==> config.mk <==
export PLATFORM = sky130hd
export DESIGN_NAME = instr_fetch_unit
export DESIGN_NICKNAME = d
export VERILOG_FILES = /design/src/rtl/instr_fetch_unit.sv
export SDC_FILE = /design/constraint.sdc
export NUM_CORES = 1
export LEC_CHECK = 0
export ABC_AREA = 1
export BUFFER_PORTS_ARGS = -buffer_cell sky130_fd_sc_hd__buf_2
export CAP_MARGIN = 25
export CORE_MARGIN = 2
export CORE_UTILIZATION = 50
export CTS_CLUSTER_SIZE = 28
export DETAILED_ROUTE_END_ITERATION = 8
export PLACE_DENSITY_LB_ADDON = 0.1
export SLEW_MARGIN = 10
export SYNTH_ARGS = -nofsm -noshare
export SYNTH_HDL_FRONTEND = slang
export SYNTH_SLANG_ARGS = --single-unit
==> constraint.sdc <==
create_clock -name clk -period 9 [get_ports clk]
set_clock_uncertainty 0.05 [all_clocks]
set_input_delay 0.45 -clock clk [delete_from_list [all_inputs] [get_ports clk]]
set_output_delay 0.45 -clock clk [all_outputs]
set_load 0.01 [all_outputs]
==> src/rtl/instr_fetch_unit.sv <==
// Instruction fetch: PC generation, 1-cycle memory read return,
// and a small FIFO toward decode with redirect flush.
module instr_fetch_unit #(
    parameter logic [31:0] RESET_PC = 32'h0000_0000,
    parameter int unsigned DEPTH    = 2
) (
    input  logic        clk,
    input  logic        reset_n,
    input  logic        fetch_en,
    output logic [31:0] mem_addr,
    input  logic [31:0] mem_data,
    input  logic        redirect_valid,
    input  logic [31:0] redirect_pc,
    output logic        instr_valid,
    output logic [31:0] instr,
    output logic [31:0] instr_pc,
    input  logic        instr_ready
);
    localparam int unsigned PW = (DEPTH > 1) ? $clog2(DEPTH) : 1;
    localparam int unsigned CW = PW + 1;

    logic [31:0]   r_pc;
    logic          r_inflight;
    logic [31:0]   r_inflight_pc;
    logic [31:0]   r_q_instr [DEPTH];
    logic [31:0]   r_q_pc [DEPTH];
    logic [PW-1:0] r_rd_ptr;
    logic [PW-1:0] r_wr_ptr;
    logic [CW-1:0] r_count;
    logic [31:0]   r_last_instr;
    logic [31:0]   r_last_pc;

    logic          w_pop;
    logic          w_push;
    logic          w_issue;
    logic [CW:0]   w_demand;
    logic [31:0]   w_redirect_tgt;
    logic [31:0]   w_head_instr;
    logic [31:0]   w_head_pc;

    assign w_redirect_tgt = redirect_pc & ~32'h3;
    assign w_head_instr   = r_q_instr[r_rd_ptr];
    assign w_head_pc      = r_q_pc[r_rd_ptr];

    assign mem_addr    = r_pc;
    assign instr_valid = (r_count != '0);
    assign instr       = instr_valid ? w_head_instr : r_last_instr;
    assign instr_pc    = instr_valid ? w_head_pc : r_last_pc;

    assign w_pop  = instr_valid & instr_ready;
    assign w_push = r_inflight & ~redirect_valid;

    // Slot credit counts the entry leaving this same edge.
    assign w_demand = {1'b0, r_count}
                    + {{CW{1'b0}}, r_inflight}
                    - {{CW{1'b0}}, w_pop};
    assign w_issue  = fetch_en & ~redirect_valid
                    & (w_demand < (CW+1)'(DEPTH));

    always_ff @(posedge clk or negedge reset_n) begin
        if (!reset_n) begin
            r_pc          <= RESET_PC;
            r_inflight    <= 1'b0;
            r_inflight_pc <= '0;
            r_rd_ptr      <= '0;
            r_wr_ptr      <= '0;
            r_count       <= '0;
            r_last_instr  <= '0;
            r_last_pc     <= '0;
        end else if (redirect_valid) begin
            r_pc       <= w_redirect_tgt;
            r_inflight <= 1'b0;
            r_rd_ptr   <= '0;
            r_wr_ptr   <= '0;
            r_count    <= '0;
        end else begin
            r_inflight <= w_issue;
            if (w_issue) begin
                r_inflight_pc <= r_pc;
                r_pc          <= r_pc + 32'd4;
            end
            if (w_push) begin
                r_wr_ptr <= r_wr_ptr + PW'(1);
            end
            if (w_pop) begin
                r_rd_ptr     <= r_rd_ptr + PW'(1);
                r_last_instr <= w_head_instr;
                r_last_pc    <= w_head_pc;
            end
            case ({w_push, w_pop})
                2'b10:   r_count <= r_count + CW'(1);
                2'b01:   r_count <= r_count - CW'(1);
                default: r_count <= r_count;
            endcase
        end
    end

    always_ff @(posedge clk) begin
        if (w_push) begin
            r_q_instr[r_wr_ptr] <= mem_data;
            r_q_pc[r_wr_ptr]    <= r_inflight_pc;
        end
    end

`ifndef SYNTHESIS
    a_no_overflow: assert property (@(posedge clk) disable iff (!reset_n)
        !(w_push && !w_pop && (r_count == CW'(DEPTH))));
`endif

endmodule

Word-level counts from Yosys, hierarchy flattened
Memories as Yosys holds them, arrays and structs flattened.
Index checks and enable logic that the tools add are counted.
- $add $sub $neg: 7
- $lt $le $gt $ge: 1
- equal/unequal tests: 2
- mux-type cells: 13
- bitwise operators: 5
- reductions and logical operators: 7
- operators with widths (operator ; number):
    2-to-1 mux 32 bit ; 4
    adder 32 x 3 -> 32 bit, second input constant ; 1
    nonzero test 2 bit ; 4
    2-to-1 mux 1 bit ; 7
    bitwise AND 1 bit ; 4
    case mux 2 bit (2 select lines) ; 1
    AND reduction 2 bit ; 2
    adder 2 x 1 -> 3 bit ; 1
    < comparator 3 x 2 -> 1 bit, second input constant ; 1
    nonzero test 3 bit ; 1
    subtractor 3 x 1 -> 3 bit ; 1
    adder 1 bit, second input constant ; 2
    adder 2 x 1 -> 2 bit, second input constant ; 1
    == test 2 x 1 -> 1 bit, second input constant ; 1
    == test 2 bit, second input constant ; 1
    2-to-1 mux 2 bit ; 1
    subtractor 2 x 1 -> 2 bit, second input constant ; 1
    NOT 1 bit ; 1
- register bits after elaboration: 133
- RAM bits: 128
- input bits: 69
- word-level logic and storage cells: 45
- memories: 2
- memory list (memory ; depth ; bits a word ; rd ports ; clocked after Yosys merged registers in ; write ports ; line ; text):
    r_q_instr ; 2 ; 32 ; 1 ; 0 ; 1 ; 25 ; logic [31:0] r_q_instr [DEPTH];
    r_q_pc ; 2 ; 32 ; 1 ; 0 ; 1 ; 26 ; logic [31:0] r_q_pc [DEPTH];

Depth between registers and ports, before layout
- word-level depth: 7
- mapped depth: 15
- depth with buffers taken out: 14

Least setup slack after synthesis
OpenSTA, ideal clock, no wires.
- path type: in2reg
- start point: input port redirect_valid
- end point: memory r_q_instr[0][0] (enable)
- setup time: 0.483 ns
- arrival: 3.460 ns
- required time: 8.467 ns
- setup slack: 5.007 ns
- cell stages on the path: 4
- buffers on the path: 1
- cells stage by stage: buf_2 > nor2_1 > inv_1 > nor2_1
- longest elaborated chain between the ends: 4
- RTL lines (item ; line ; text):
    start: declaration ; 12 ; input logic redirect_valid,
    NOT 1 bit (no line) ; n/a ;
    bitwise AND 1 bit ; 51 ; assign w_push = r_inflight & ~redirect_valid;
    2-to-1 mux 1 bit ; 99 ; if (w_push) begin
    2-to-1 mux 1 bit (not written as such) ; 100 ; r_q_instr[r_wr_ptr] <= mem_data;
    end: declaration ; 25 ;
No other way between the ends.

Worst setup path after layout
- start point: register r_count[1]
- end point: output port instr_pc[27]
- longest elaborated chain between the ends: 2
- RTL lines (item ; line ; text):
    start: declaration ; 29 ; logic [CW-1:0] r_count;
    start signal: assignment ; 91 ; 2'b10: r_count <= r_count + CW'(1);
    start signal: assignment ; 92 ; 2'b01: r_count <= r_count - CW'(1);
    start signal: assignment ; 93 ; default: r_count <= r_count;
    nonzero test 2 bit ; 46 ; assign instr_valid = (r_count != '0);
    2-to-1 mux 32 bit ; 48 ; assign instr_pc = instr_valid ? w_head_pc : r_last_pc;
    end: declaration ; 16 ; output logic [31:0] instr_pc,
No other way between the ends.

==> flow_metrics.env <==
export IMPL_status="complete, no violations"
export IMPL_wire_per_inst_um=13.97
export IMPL_timing_final_crit_share_pct=35.75
export IMPL_final_min_clock_period_ps=3217
export IMPL_path_buf_inv=3
export IMPL_grt_max_degree=93
export IMPL_max_stage_delay_ps=690
export IMPL_synth_top_cell_area_share_pct=32.64
export IMPL_rsz0062_at_grt="false"
export IMPL_io_pins=166
export IMPL_grt_usage_pct=20.66
export IMPL_cp_cell_sequence="inv_2 > nand2_4 > buf_4 > o21ai_0 > buf_2"
export IMPL_first_iter_violations=556
export IMPL_grt_ovfl_total=0
export IMPL_endpoint_kind="primary output"
export IMPL_grt_pass1_wl_mm=39.97
export IMPL_core_sq_um=22500
export IMPL_ir_drop_v=0.0001266
export IMPL_final_common_cell="nand2_1"
export IMPL_synth_area_leaders="edfxtp_1 33%, dfrtp_1 28%, nand2_1 17%"
export IMPL_finalPower_mw=3.572
export IMPL_hpwlAfterDp_mm=15.41
export IMPL_htree_levels=1
export IMPL_cts_root_buf="clkbuf_16"
export IMPL_synth_top_flop_cell="dfrtp_1"
export IMPL_fill_cells=1995
export IMPL_dp_cells=1685
export IMPL_clkTransAtPathRegs_ps=60
export IMPL_drive_gt1_share_pct=17.03
export IMPL_portBuffers=159
export IMPL_cap_violations=0
export IMPL_cp_max_fo=90
export IMPL_finalNetCount=1501
export IMPL_syn_area_sq_um=11410
export IMPL_max_freq_mhz=310.8
export IMPL_clk_path_buf_depth=3
export IMPL_yosysTopAreaCell="edfxtp_1"
export IMPL_fin_tns_setup_ps=0
export IMPL_ys_warn_count=0
export IMPL_hold_viol=0
export IMPL_viasPerCell=4.914
export IMPL_placed_area_sq_um=12280
export IMPL_fin_cells=1736
export IMPL_grt_pass1_vias=7899
export IMPL_initial_core_util_pct=50.70
export IMPL_max_slew_margin_rel_pct=37.83
export IMPL_cts_setup_buffers=0
export IMPL_crit_family="buffers and inverters"
export IMPL_hold_buffers=1
export IMPL_whs_ps=73.64
export IMPL_post_cts_resized=0
export IMPL_fin_area_sq_um=13180
export IMPL_setup_viol=0
export IMPL_ys_seq_area_share_pct=60.50
export IMPL_cts_inserted_buffers=26
export IMPL_synth_seq_cells=251
export IMPL_seq_area_sq_um=6903
export IMPL_final_antenna_net_count=0
export IMPL_synthArstFlopShare_pct=50.60
export IMPL_hold_class="input pin to flop"
export IMPL_multiInputGateArea_sq_um=3646
export IMPL_row_count=55
export IMPL_clk_latency_ps=520
export IMPL_most_common_layout_cells="503 x nand2_1, 158 x buf_2, 132 x inv_1, 126 x dfrtp_1, 124 x edfxtp_1"
export IMPL_cts_tree="built"
export IMPL_avgSynthCellArea_sq_um=8.844
export IMPL_p_leak_nw=6.033
export IMPL_wl_mm=24.26
export IMPL_firstDrtPassIters=5
export IMPL_die_area_sq_um=24040
export IMPL_fp_dieH_um=155.1
export IMPL_crit_required_ps=8500
export IMPL_synthCells=1290
export IMPL_arrival_ps=2720
export IMPL_path_class="flop to primary output"
export IMPL_post_route_drc_count=0
export IMPL_drv_slew=0
export IMPL_yosysUniqueCellTypes=27
export IMPL_syn_to_final_growth_pct=15.55
export IMPL_antenna_found_initial=1
export IMPL_dieWidth_um=155.1
export IMPL_worst_slew_pin_slew_ps=932.6
export IMPL_cpMaxStageDelayCell="buf_4"
export IMPL_power_density_nw_per_um2=271.0
export IMPL_synth_edf_count=124
export IMPL_clock_sinks=251
export IMPL_place_congestion=0.8323
export IMPL_vias=8531
export IMPL_critPathLaunchType="flop"
## cells in the mapped netlist, drive strengths merged, types with 2 or more instances
library cell / count
inv: 137
clkbuf: 13
dfrtp: 127
o21ai: 155
xor2: 2
buf: 46
a21oi: 3
nand3: 67
nor2: 101
nand2: 508
edfxtp: 124
o211ai: 2
## where the power goes
part | switching [mW] | internal, mW
Sequential | 0.128 | 1.48
Clock | 0.424 | 0.644
Combinational | 0.562 | 0.335
Total | 1.11 | 2.46
## state kept, by name, summed over array words and instances, names as in the netlist, 2 cells and up
signal         count
r_q_pc            60
r_q_instr         64
r_inflight_pc     30
mem_addr          30
r_last_instr      32
r_count            2
r_last_pc         30
## worst register-to-register path, delay by kind of cell, from the launching register on
kind,cells,cell delay [ps]
simple gates,8,1010
buf+inv,1,630
fa+ha+maj,1,490
compound gates,2,310
flops,1,530
## stage by stage
step           setup slack (ps)  util [%]
2_1_floorplan              5007         -
3_3_place_gp               5856     54.56
3_5_place_dp               5841     54.56
4_1_cts                    5734     58.45
5_1_grt                    5522     58.57
6_report                   5783     58.58
## path summary, 6_finish.rpt
check	endpoint	start	slack, ps	cells after the start
max in group asynchronous	r_rd_ptr	reset_n	7370	4
min in group asynchronous	r_last_instr[7]	reset_n	430	2
worst min-delay path	r_q_instr[0][19]	mem_data[19]	70	1
worst min register to register	r_q_pc[0][17]	r_inflight_pc[17]	420	0
worst max register to register	mem_addr[6]	r_count[1]	5910	12
worst max-delay path	instr_pc[27]	r_count[1]	5780	5
## kinds of logic after synthesis
group | share of synthesized area [%]
simple gates | 23.43
other cells | 0.03287
flops | 60.50
compound gates | 7.787
fa+ha+maj | 0.2851
xor+xnor | 0.1536
buf+inv | 7.820
## cell type report
class                           count  area share (%)
Antenna cell                        1         0.01898
Clock buffer                       37           5.790
Clock inverter                     11          0.7783
Inverter                          137           3.920
Multi-Input combinational cell    846           27.66
Sequential cell                   251           52.36
Tap cell                          285           2.705
Timing Repair Buffer              168           6.767
## per-layer routing
layer	vias to the layer above	GRT usage [%]	routed length [um]
met3	48	2.479	1193
met1	3882	28.76	11230
li1	4375	-	-
met5	-	0	0
met4	0	5.864	566
met2	226	34.50	11270
No activity file was read; power rests on OpenSTA's default activity.
